===== config.mk =====
export PLATFORM = sky130hd
export DESIGN_NAME = exception_sequencer
export DESIGN_NICKNAME = d
export VERILOG_FILES = /design/src/rtl/cpu_exc_pkg.sv /design/src/rtl/exc_vector_gen.sv /design/src/rtl/exception_sequencer.sv
export SDC_FILE = /design/constraint.sdc
export NUM_CORES = 1
export LEC_CHECK = 0
export CORE_MARGIN = 4
export CORE_UTILIZATION = 25
export DETAILED_ROUTE_END_ITERATION = 8
export PLACE_DENSITY = 0.57
export SYNTH_ARGS = -nofsm -noshare
export SYNTH_HDL_FRONTEND = slang
export SYNTH_HIERARCHICAL = 1
export SYNTH_SLANG_ARGS = --single-unit

===== constraint.sdc =====
create_clock -name clk -period 3.5 [get_ports clk]
set_input_delay 0.875 -clock clk [delete_from_list [all_inputs] [get_ports clk]]
set_output_delay 0.875 -clock clk [all_outputs]
set_load 0.01 [all_outputs]

===== src/rtl/cpu_exc_pkg.sv =====
// Shared exception-sequencer types and constants: FSM states, event kinds,
// MIPS ExcCodes and exception vector base/offset values.
package cpu_exc_pkg;

    typedef enum logic [1:0] {
        StIdle,
        StDrain,
        StCommit,
        StRedirect
    } exc_state_e;

    typedef enum logic [1:0] {
        KindNone,
        KindExc,
        KindInt,
        KindEret
    } exc_kind_e;

    localparam logic [4:0] ExcInt  = 5'h00;
    localparam logic [4:0] ExcMod  = 5'h01;
    localparam logic [4:0] ExcTlbl = 5'h02;
    localparam logic [4:0] ExcTlbs = 5'h03;
    localparam logic [4:0] ExcAdel = 5'h04;
    localparam logic [4:0] ExcAdes = 5'h05;

    localparam logic [31:0] VecBaseBev    = 32'hBFC0_0200;
    localparam logic [31:0] VecBaseNorm   = 32'h8000_0000;
    localparam logic [31:0] VecOffRefill  = 32'h0000_0000;
    localparam logic [31:0] VecOffGeneral = 32'h0000_0180;

    // Address-error and TLB exceptions carry a faulting address for BadVAddr.
    function automatic logic has_badvaddr(input logic [4:0] code);
        return (code == ExcMod) || (code == ExcTlbl) || (code == ExcTlbs) ||
               (code == ExcAdel) || (code == ExcAdes);
    endfunction

endpackage


===== src/rtl/exc_vector_gen.sv =====
// Combinational redirect-target computation: ERET return address or
// exception vector (BEV-selected base plus refill/general offset).
module exc_vector_gen
    import cpu_exc_pkg::*;
(
    input  logic        is_eret,
    input  logic [31:0] eret_epc,
    input  logic        tlb_refill,
    input  logic        exl_at_latch,
    input  logic        status_bev,
    output logic [31:0] target
);

    logic [31:0] base;
    logic [31:0] offset;

    always_comb begin
        base   = status_bev ? VecBaseBev : VecBaseNorm;
        // A refill taken while already at EXL goes through the general vector.
        offset = (tlb_refill && !exl_at_latch) ? VecOffRefill : VecOffGeneral;
        target = is_eret ? eret_epc : base + offset;
    end

endmodule


===== src/rtl/exception_sequencer.sv =====
// MEM-stage exception/interrupt/ERET sequencer: selects one event, drains the
// data bus, commits the CP0 update with a pipeline flush, then redirects the PC.
module exception_sequencer
    import cpu_exc_pkg::*;
(
    input  logic        clk,
    input  logic        rst_n,
    input  logic        exc_req,
    input  logic [4:0]  exc_code,
    input  logic [31:0] exc_badvaddr,
    input  logic        exc_tlb_refill,
    input  logic        int_pending,
    input  logic        eret_req,
    input  logic        status_ie,
    input  logic        status_exl,
    input  logic        status_bev,
    input  logic [31:0] cp0_epc,
    input  logic [31:0] vic_inst_addr,
    input  logic        vic_is_delayslot,
    input  logic [7:0]  exp_asid,
    input  logic        mem_busy,
    output logic        pipe_stall,
    output logic        pipe_flush,
    output logic        pc_redirect,
    output logic [31:0] pc_target,
    output logic        cp0_exc_we,
    output logic [31:0] cp0_epc_o,
    output logic        cp0_bd,
    output logic [4:0]  cp0_exccode,
    output logic [31:0] cp0_badvaddr,
    output logic        cp0_badvaddr_we,
    output logic [7:0]  cp0_asid,
    output logic        exl_set,
    output logic        exl_clr
);

    exc_state_e  state_q, state_d;
    exc_kind_e   sel_kind, kind_q;
    logic [4:0]  code_q;
    logic [31:0] badvaddr_q;
    logic        refill_q;
    logic        exl_q;
    logic [31:0] vic_q;
    logic        ds_q;
    logic [7:0]  asid_q;
    logic [31:0] epc_q;
    logic        load;
    logic [31:0] vec_target;

    always_comb begin
        sel_kind = KindNone;
        if (exc_req) begin
            sel_kind = KindExc;
        end else if (int_pending && status_ie && !status_exl) begin
            sel_kind = KindInt;
        end else if (eret_req) begin
            sel_kind = KindEret;
        end
    end

    assign load = (state_q == StIdle) && (sel_kind != KindNone);

    always_ff @(posedge clk or negedge rst_n) begin
        if (!rst_n) begin
            state_q    <= StIdle;
            kind_q     <= KindNone;
            code_q     <= '0;
            badvaddr_q <= '0;
            refill_q   <= 1'b0;
            exl_q      <= 1'b0;
            vic_q      <= '0;
            ds_q       <= 1'b0;
            asid_q     <= '0;
            epc_q      <= '0;
        end else begin
            state_q <= state_d;
            if (load) begin
                kind_q     <= sel_kind;
                code_q     <= (sel_kind == KindExc) ? exc_code : ExcInt;
                badvaddr_q <= exc_badvaddr;
                // Refill only meaningful when the event really is exc_req.
                refill_q   <= exc_req && exc_tlb_refill;
                exl_q      <= status_exl;
                vic_q      <= vic_inst_addr;
                ds_q       <= vic_is_delayslot;
                asid_q     <= exp_asid;
                epc_q      <= cp0_epc;
            end
        end
    end

    exc_vector_gen u_exc_vector_gen (
        .is_eret      (kind_q == KindEret),
        .eret_epc     (epc_q),
        .tlb_refill   (refill_q),
        .exl_at_latch (exl_q),
        .status_bev   (status_bev),
        .target       (vec_target)
    );

    always_comb begin
        state_d         = state_q;
        pipe_stall      = 1'b0;
        pipe_flush      = 1'b0;
        pc_redirect     = 1'b0;
        pc_target       = '0;
        cp0_exc_we      = 1'b0;
        cp0_epc_o       = '0;
        cp0_bd          = 1'b0;
        cp0_exccode     = '0;
        cp0_badvaddr    = '0;
        cp0_badvaddr_we = 1'b0;
        cp0_asid        = '0;
        exl_set         = 1'b0;
        exl_clr         = 1'b0;
        unique case (state_q)
            StIdle: begin
                if (sel_kind != KindNone) begin
                    pipe_stall = 1'b1;
                    state_d    = mem_busy ? StDrain : StCommit;
                end
            end
            StDrain: begin
                pipe_stall = 1'b1;
                if (!mem_busy) begin
                    state_d = StCommit;
                end
            end
            StCommit: begin
                pipe_stall = 1'b1;
                pipe_flush = 1'b1;
                if (kind_q == KindEret) begin
                    exl_clr = 1'b1;
                end else begin
                    cp0_exc_we  = 1'b1;
                    exl_set     = 1'b1;
                    cp0_epc_o   = ds_q ? vic_q - 32'd4 : vic_q;
                    cp0_bd      = ds_q;
                    cp0_exccode = code_q;
                    cp0_asid    = asid_q;
                    if (has_badvaddr(code_q)) begin
                        cp0_badvaddr_we = 1'b1;
                        cp0_badvaddr    = badvaddr_q;
                    end
                end
                state_d = StRedirect;
            end
            StRedirect: begin
                pipe_stall  = 1'b1;
                pc_redirect = 1'b1;
                pc_target   = vec_target;
                state_d     = StIdle;
            end
            default: state_d = StIdle;
        endcase
    end

endmodule


Word-level counts from Yosys, hierarchy flattened

Index checks and enable logic that the tools add are counted.

Output and inout port bits: 117
Input bits: 120
Bits in registers: 116
Word-level logic and storage cells: 74

Add/subtract/negate cells: 2
Mux-type cells: 35
Equality and inequality tests: 12
Reductions and logical operators: 15

Operator list:

| operator              | count |
|---|---|
| $mux 32               | 8 |
| $add 32x32->32        | 1 |
| $sub 32x3->32 const B | 1 |
| $mux 30               | 1 |
| $mux 8                | 2 |
| $mux 5                | 3 |
| $mux 1                | 12 |
| $mux 2                | 6 |
| $eq 5x2->1 const B    | 2 |
| $eq 5x3->1 const B    | 2 |
| $mux 9                | 1 |
| $pmux 2 s4            | 1 |
| $eq 2x2->1 const B    | 3 |
| $eq 5x1->1 const B    | 1 |
| $logic_and 1x1->1     | 5 |
| $eq 2x1->1 const B    | 2 |
| $logic_or 1x1->1      | 4 |
| $reduce_or 3->1       | 1 |
| $logic_not 1->1       | 2 |
| $logic_not 2->1       | 1 |
| $ne 2x1->1 const B    | 1 |
| $ne 2x2->1 const B    | 1 |
| $pmux 1 s2            | 1 |
| $reduce_and 2->1      | 1 |
| $reduce_bool 2->1     | 1 |

Depth between registers and ports, before layout

Gate-level depths: netlist of the first run.

Depth after elaboration: 8
Depth in mapped cells: 8
Depth with buffers taken out: 7

By module

The synthesis of the first run kept the hierarchy.

By module, submodules not included:

| module              | area an instance (um^2) | cells an instance | sequential area each (um^2) | times used |
|---|---|---|---|---|
| exception_sequencer | 5776.8                  | 497               | 2902.8                      | 1 |
| exc_vector_gen      | 255.2                   | 49                | 0.0                         | 1 |

Worst setup path before layout of the first run

OpenSTA, ideal clock, no wires.

Path type: register -> output
Start point: register vic_q[2]
End point: output cp0_epc_o[31]
Setup slack: 0.458 ns
Cell stages (with the launch flop): 6
Arrival: 2.167 ns
Required time: 2.625 ns
Path buffers: 1
Cells stage by stage: dfrtp_1 -> or4b_1 -> buf_2 -> or4_4 -> or4b_1 -> a21oi_1

Word-level cells in the longest chain between the ends: 4

RTL lines:

| item                   | RTL line                   | source |
|---|---|---|
| from (decl)            | exception_sequencer.sv:43  | `logic [31:0] vic_q;` |
| from (signal assigned) | exception_sequencer.sv:84  | `vic_q <= vic_inst_addr;` |
| $sub 32x3->32          | exception_sequencer.sv:137 | `cp0_epc_o = ds_q ? vic_q - 32'd4 : vic_q;` |
| $mux 32                | exception_sequencer.sv:137 |  |
| $mux 32                | exception_sequencer.sv:132 | `if (kind_q == KindEret) begin` |
| $mux 32                | exception_sequencer.sv:116 | `unique case (state_q)` |
| to (decl)              | exception_sequencer.sv:27  | `output logic [31:0] cp0_epc_o,` |

Every way passes these cells.

Worst setup path after layout of the first run

Start point: register vic_q[2]
End point: output cp0_epc_o[21]

The elaborated chain is that of the path after synthesis.

==> results.md, run 1 <==
- Status: finished, final reports clean
- Antenna-violating nets left: 0
- Ys flop type: dfrtp_1
- Final setup margin: 0.0326 ns
- WP data arrival: 2.59 ns
- Nets: 932
- Final Setup Violations: 0
- Vias in the first global route: 5238
- CP Max Fanout: 7
- Wire length per cell: 16.6 um
- Sequential share of the synthesized area: 0.481
- Worst hold-check path type: in2async
- Setup TNS: 0 ns
- Fill cell count: 2343
- Vias per inst: 4.42
- Async S/R FF share, synth: 1.00
- Bufs on Longest Clock Path: 2
- Largest net degree at the start of global routing: 80
- Via count: 5034
- Mean Syn Cell Area: 11.0 um2
- Tcrit/Tclk final: 0.991
- Drt first pass iters: 4
- Slew HR: 0.653
- Drt total wl: 18900 um
- Endpoint type of the worst setup path: output port
- GP Congestion: 0.773
- Root Driver: clkbuf_16
- RSZ-0062 raised after global routing: yes
- Post-Place Setup Slack: 0.0209 ns
- CTS H-tree lvls: 4
- Core ar.: 23600 um2
- Syn Inst Count: 546
- CTS Buf Count: 17
- Area of the multi-input gates: 3080 um2
- Remaining Overflow, GRT: 0
- Global-route wire length before repair: 28700 um
- Initial Util: 0.255
- Number of port buffers: 236
- Final Skew: 0.00551 ns
- Initial antenna violation count: 2
- Mapped Area: 6030 um2
- Pwr/cell area: 825 nW/um2
- Met3 global-route usage: 0.0520
- Chip Height: 163 um
- Top Usage Layer GRT: met2
- Register area: 2900 um2
- Iteration-0 DRC Markers: 209
- Ant diodes: 0
- Final HPWL DP: 13300 um
- Residual DRC: 0
- Share of cells above drive strength 1: 0.275
- Gr usage total: 0.137
- Slew Limit Fails: 0
- Final hold vios: 0
- Slew at the pin with the worst max-slew slack: 0.520 ns
- Tmin final: 3.47 ns
- Clock Latency Late Sink: 0.41 ns
- Number of I/O pins: 237
- Row cnt: 56
- Setup crit start kind: flip-flop
- Met2 Use GR: 0.225
- FMAX: 0.288 GHz
- CTS sink cnt: 116
- Die W: 163 um
- Data required, critical path: 2.62 ns
- Die Area: 26700 um2
- CTS clk-pin slew, worst paths: 0.06 ns
- Pleak: 3.96 nW
- Synth warn: 6
- Peak VDD IR: 546 uV
- Area grow syn2layout: 60.3%
- Crit path kind: reg2out
- CTS tree: yes
- Post-synth net total: 672
- MaxCap Viol Count: 0
- Post-synth EDFFs: 0
- Netlist cell types: 46
- Met1 Resource Use GR: 0.171
- Synth Register Bits: 116
## power breakdown
group	leakage (nW)	switching [mW]	internal (mW)
Clock	0.277	0.666	1.00
Combinational	2.32	1.68	2.17
Sequential	1.37	0.417	2.04
Total	3.96	2.76	5.21
## Yosys cell counts (7+ instances only)
library cell,n,share of area
o31ai_1,11,0.014
or4_1,13,0.016
and2_1,101,0.10
or3_1,13,0.013
xnor2_1,7,0.010
nand2_1,26,0.016
clkbuf_1,27,0.017
mux2_2,107,0.20
inv_1,11,0.0068
nor2_1,18,0.011
a21oi_1,26,0.022
dfrtp_1,116,0.48
## critical path, cell delays in order (launching register included)
cell and delay, ns:
dfrtp_1 0.37, or4b_4 0.57, or2_2 0.35, or4_1 0.48
a21oi_1 0.17, clkdlybuf4s15_2 0.24
## repair_timing
action	in CTS	in global routing
endpoints found under the hold margin	0	0
setup endpoints to repair	32	49
buffers inserted	1	3
cloned	0	1
pin swaps	1	4
hold buffers	0	0
resized for setup	52	27
## worst paths after layout
kind / start / end / slack, ns / cells after the start
setup / recovery: vic_q[2]$_DFFE_PN0P_ / cp0_epc_o[21] / 0.03 / 5
hold / removal: rst_n / epc_q[18]$_DFFE_PN0P_ / 0.44 / 1
setup reg to reg: state_q[0]$_DFFE_PN0P_ / vic_q[20]$_DFFE_PN0P_ / 1.64 / 5
hold reg to reg: badvaddr_q[11]$_DFFE_PN0P_ / badvaddr_q[11]$_DFFE_PN0P_ / 0.49 / 1
max in group asynchronous: rst_n / asid_q[5]$_DFFE_PN0P_ / 2.29 / 2
min in group clk: badvaddr_q[11]$_DFFE_PN0P_ / badvaddr_q[11]$_DFFE_PN0P_ / 0.49 / 1
## final cells by class
class | instances | share of cell area
multi-input cells | 385 | 0.318
well taps | 319 | 0.0413
flip-flops and latches | 116 | 0.300
clock inverters | 14 | 0.0135
clock buffers | 18 | 0.0454
repair buffers | 275 | 0.277
inverters | 11 | 0.00427
## kinds of logic after synthesis
| kind of cell | count (synthesis) | synth area share |
|---|---|---|
| multiplexers | 108 | 0.201 |
| AO/OA/AOI/OAI | 58 | 0.0604 |
| adder cells (fa/ha/maj) | 6 | 0.0124 |
| buffers and inverters | 45 | 0.0305 |
| XOR/XNOR | 9 | 0.0131 |
| AND/OR/NAND/NOR | 204 | 0.201 |
| flip-flops | 116 | 0.481 |
## sequential cells by signal, indices dropped and copies added, names as in the netlist
name	cells
refill_q	1
state_q	2
exl_q	1
ds_q	1
badvaddr_q	32
epc_q	32
kind_q	2
asid_q	8
code_q	5
vic_q	32
## metrics by stage
step                area [um2]  power (mW)  hold WS (ns)   util  instances
global placement          8940        6.25         0.478  0.379       1101
floorplan                 6030        4.61         0.465      -        546
CTS                       9550        8.02         0.434  0.404       1134
global route              9670        8.58         0.455  0.409       1138
finish                    9670        7.98         0.439  0.409       1138
detailed placement        8940        6.30         0.485  0.379       1101
## cells in the final DEF, fill, tap and decap left out, drive strengths merged, types with 2 or more instances in the layout
cell type and count:
and2 102, or4b 2, xor2 2, a22o 6
nand2 26, dlygate4sd2 6, clkdlybuf4s15 6, or2 6
dlymetal6s2s 2, buf 43, clkdlybuf4s50 213, a21oi 26
o21ai 7, dfrtp 116, or4 14, nand2b 4
nor3 3, ha 6, inv 13, nor4 7
nor2 18, clkinv 9, or3 14, mux2 107
clkbuf 23, o31ai 11, xnor2 7, a31o 2
clkinvlp 2
## per-layer routing
layer	wire (um)	part of all wire
met2	9360	0.50
met4	214	0.011
met5	25	0.0013
met1	7880	0.42
met3	1390	0.074
Power figures use the tool's default switching activity.
==> run 2, diff against run 1 <==
--- a/config.mk
+++ b/config.mk
@@ -9,6 +9,7 @@
 export CORE_UTILIZATION = 25
 export DETAILED_ROUTE_END_ITERATION = 8
 export PLACE_DENSITY = 0.57
+export SKIP_CTS_REPAIR_TIMING = 1
 export SYNTH_ARGS = -nofsm -noshare
 export SYNTH_HDL_FRONTEND = slang
 export SYNTH_HIERARCHICAL = 1
==> results.md, run 2 (synthesized netlist as in run 1, its figures left out) <==
- Status: finished, final reports clean
- Die Area: 26700 um2 (unchanged)
- Via count: 5017 (-0.34%)
- Number of port buffers: 236 (unchanged)
- RSZ-0062 raised after global routing: yes
- Drt total wl: 18800 um (-0.45%)
- Vias per inst: 4.41 (-0.25%)
- Ant diodes: 0 (unchanged)
- Final Setup Violations: 0 (unchanged)
- Gr usage total: 0.136 (-0.000587)
- Vias in the first global route: 5213 (-0.48%)
- CTS clk-pin slew, worst paths: 0.06 ns (about the same)
- Internal Power: 5.20 mW (-0.19%)
- Final std cell area, no fill: 9660 um2 (about the same)
- MaxCap Viol Count: 0 (unchanged)
- Chip Height: 163 um (unchanged)
- Initial Util: 0.255 (unchanged)
- Drt first pass iters: 4 (unchanged)
- Final HPWL DP: 13300 um (unchanged)
- Row cnt: 56 (unchanged)
- P_sw: 2.74 mW (-0.74%)
- Core ar.: 23600 um2 (unchanged)
- Seq pwr share: 0.309 (about the same)
- FMAX: 0.288 GHz (-0.24%)
- Peak VDD IR: 546 uV (about the same)
- Initial antenna violation count: 2 (unchanged)
- Data required, critical path: 2.62 ns (about the same)
- Root Driver: clkbuf_16
- Slew at the pin with the worst max-slew slack: 0.519 ns (-0.000732 ns)
- Endpoint type of the worst setup path: output port
- Antenna-violating nets left: 0 (unchanged)
- CTS tree: yes
- Setup TNS: 0 ns (unchanged)
- Die W: 163 um (unchanged)
- Number of I/O pins: 237 (unchanged)
- Slew HR: 0.654 (about the same)
- Clock share of power: 0.210 (about the same)
- Global-route wire length before repair: 28600 um (-0.53%)
- Area post-placement: 8940 um2 (unchanged)
- Combinational share of power: 0.481 (-0.002)
- CTS sink cnt: 116 (unchanged)
- Most frequent cells in the layout: clkdlybuf4s50_1 (213), dfrtp_1 (115), mux2_2 (107)
- GP Congestion: 0.773 (unchanged)
- Final Skew: 0.00698 ns (+0.00147 ns)
- Pwr/cell area: 822 nW/um2 (-0.31%)
- Setup crit start kind: flip-flop
- Residual DRC: 0 (unchanged)
- Area grow syn2layout: 60.2% (about the same)
- Nets: 931 (-0.11%)
- Switching Fraction: 0.345 (-0.00125)
- Worst hold-check path type: in2async
- WP data arrival: 2.60 ns (about the same)
- Wire length per cell: 16.5 um (-0.36%)
- CP Max Fanout: 4 (-3)
- Slew Limit Fails: 0 (unchanged)
- Crit path kind: reg2out
- Pleak: 4.13 nW (+4.4%)
- Clock Latency Late Sink: 0.41 ns (about the same)
- Remaining Overflow, GRT: 0 (unchanged)
- Bufs on Longest Clock Path: 2 (unchanged)
- Share of cells above drive strength 1: 0.262 (-0.0131)
- Largest net degree at the start of global routing: 80 (unchanged)
- Commonest non-fill, non-tap cell in the layout: clkdlybuf4s50_1
- Tmin final: 3.48 ns (+0.00848 ns)
- CTS Buf Count: 17 (unchanged)
- Largest regs: badvaddr_q (32), epc_q (32), vic_q (32)
- Tcrit/Tclk final: 0.993 (+0.00242)
- CTS H-tree lvls: 4 (unchanged)
- Iteration-0 DRC Markers: 185 (-11%)
- Final hold vios: 0 (unchanged)
run 2: cell types whose count changed in the layout (fill, tap and decap cells not counted), sizes merged:
cell,before,now
dlygate4sd2,6,0
buf,43,38
clkdlybuf4s15,6,0
clkbuf,23,26
dlymetal6s2s,2,15
run 2: through the flow:
| stage | std cells | util | hold WS (ns) | power (mW) | setup slack [ns] |
|---|---|---|---|---|---|
| floorplan | 546 | - | 0.465 | 4.61 | 0.458 |
| global placement | 1101 | 0.379 | 0.478 | 6.25 | 0.0325 |
| detailed placement | 1101 | 0.379 | 0.485 | 6.30 | 0.0209 |
| CTS | 1133 | 0.403 | 0.434 | 8.03 | -0.442 |
| global route | 1137 | 0.409 | 0.455 | 8.54 | -0.143 |
| finish | 1137 | 0.409 | 0.440 | 7.95 | 0.0241 |
run 2: per-layer routing:
| metal | GRT usage | up-vias | part of all wire | wire [um] |
|---|---|---|---|---|
| li1 | - | 2414 | - | - |
| met1 | 0.170 | 2440 | 0.43 | 8010 |
| met2 | 0.223 | 145 | 0.49 | 9230 |
| met3 | 0.0517 | 14 | 0.070 | 1310 |
| met4 | 0.0339 | 4 | 0.011 | 214 |
| met5 | 0 | - | 0.0013 | 25 |
run 2: area by class of cell:
class,count,area [um2]
fillers,2348,14000
multi-input cells,385,3050
flip-flops and latches,116,2900
repair buffers,274,2700
clock buffers,18,439
well taps,319,399
clock inverters,14,130
inverters,11,41.3
run 2: worst paths after layout:
check / start / endpoint / slack, ns / depth (start not counted)
max: vic_q[3]$_DFFE_PN0P_ / cp0_epc_o[31] / 0.02 / 5
min: rst_n / epc_q[18]$_DFFE_PN0P_ / 0.44 / 1
max reg2reg: state_q[0]$_DFFE_PN0P_ / vic_q[20]$_DFFE_PN0P_ / 1.64 / 5
min reg2reg: badvaddr_q[11]$_DFFE_PN0P_ / badvaddr_q[11]$_DFFE_PN0P_ / 0.49 / 1
max in group asynchronous: rst_n / asid_q[5]$_DFFE_PN0P_ / 2.29 / 2
min in group clk: badvaddr_q[11]$_DFFE_PN0P_ / badvaddr_q[11]$_DFFE_PN0P_ / 0.49 / 1
run 2: power groups by stage:
stage	registers [mW]	clock network [mW]	logic, mW
after CTS	2.45	1.73	3.85
after global placement	2.44	0	3.81
after detailed placement	2.47	0	3.83
final	2.46	1.67	3.82
after global routing	2.56	1.79	4.19
after floorplan	2.38	0	2.23
run 2: critical path: stages (launching register included):
cell,delay (ns)
dfrtp_1,0.38
or4b_4,0.57
or4_4,0.46
or4b_4,0.50
a21oi_2,0.15
clkbuf_2,0.14
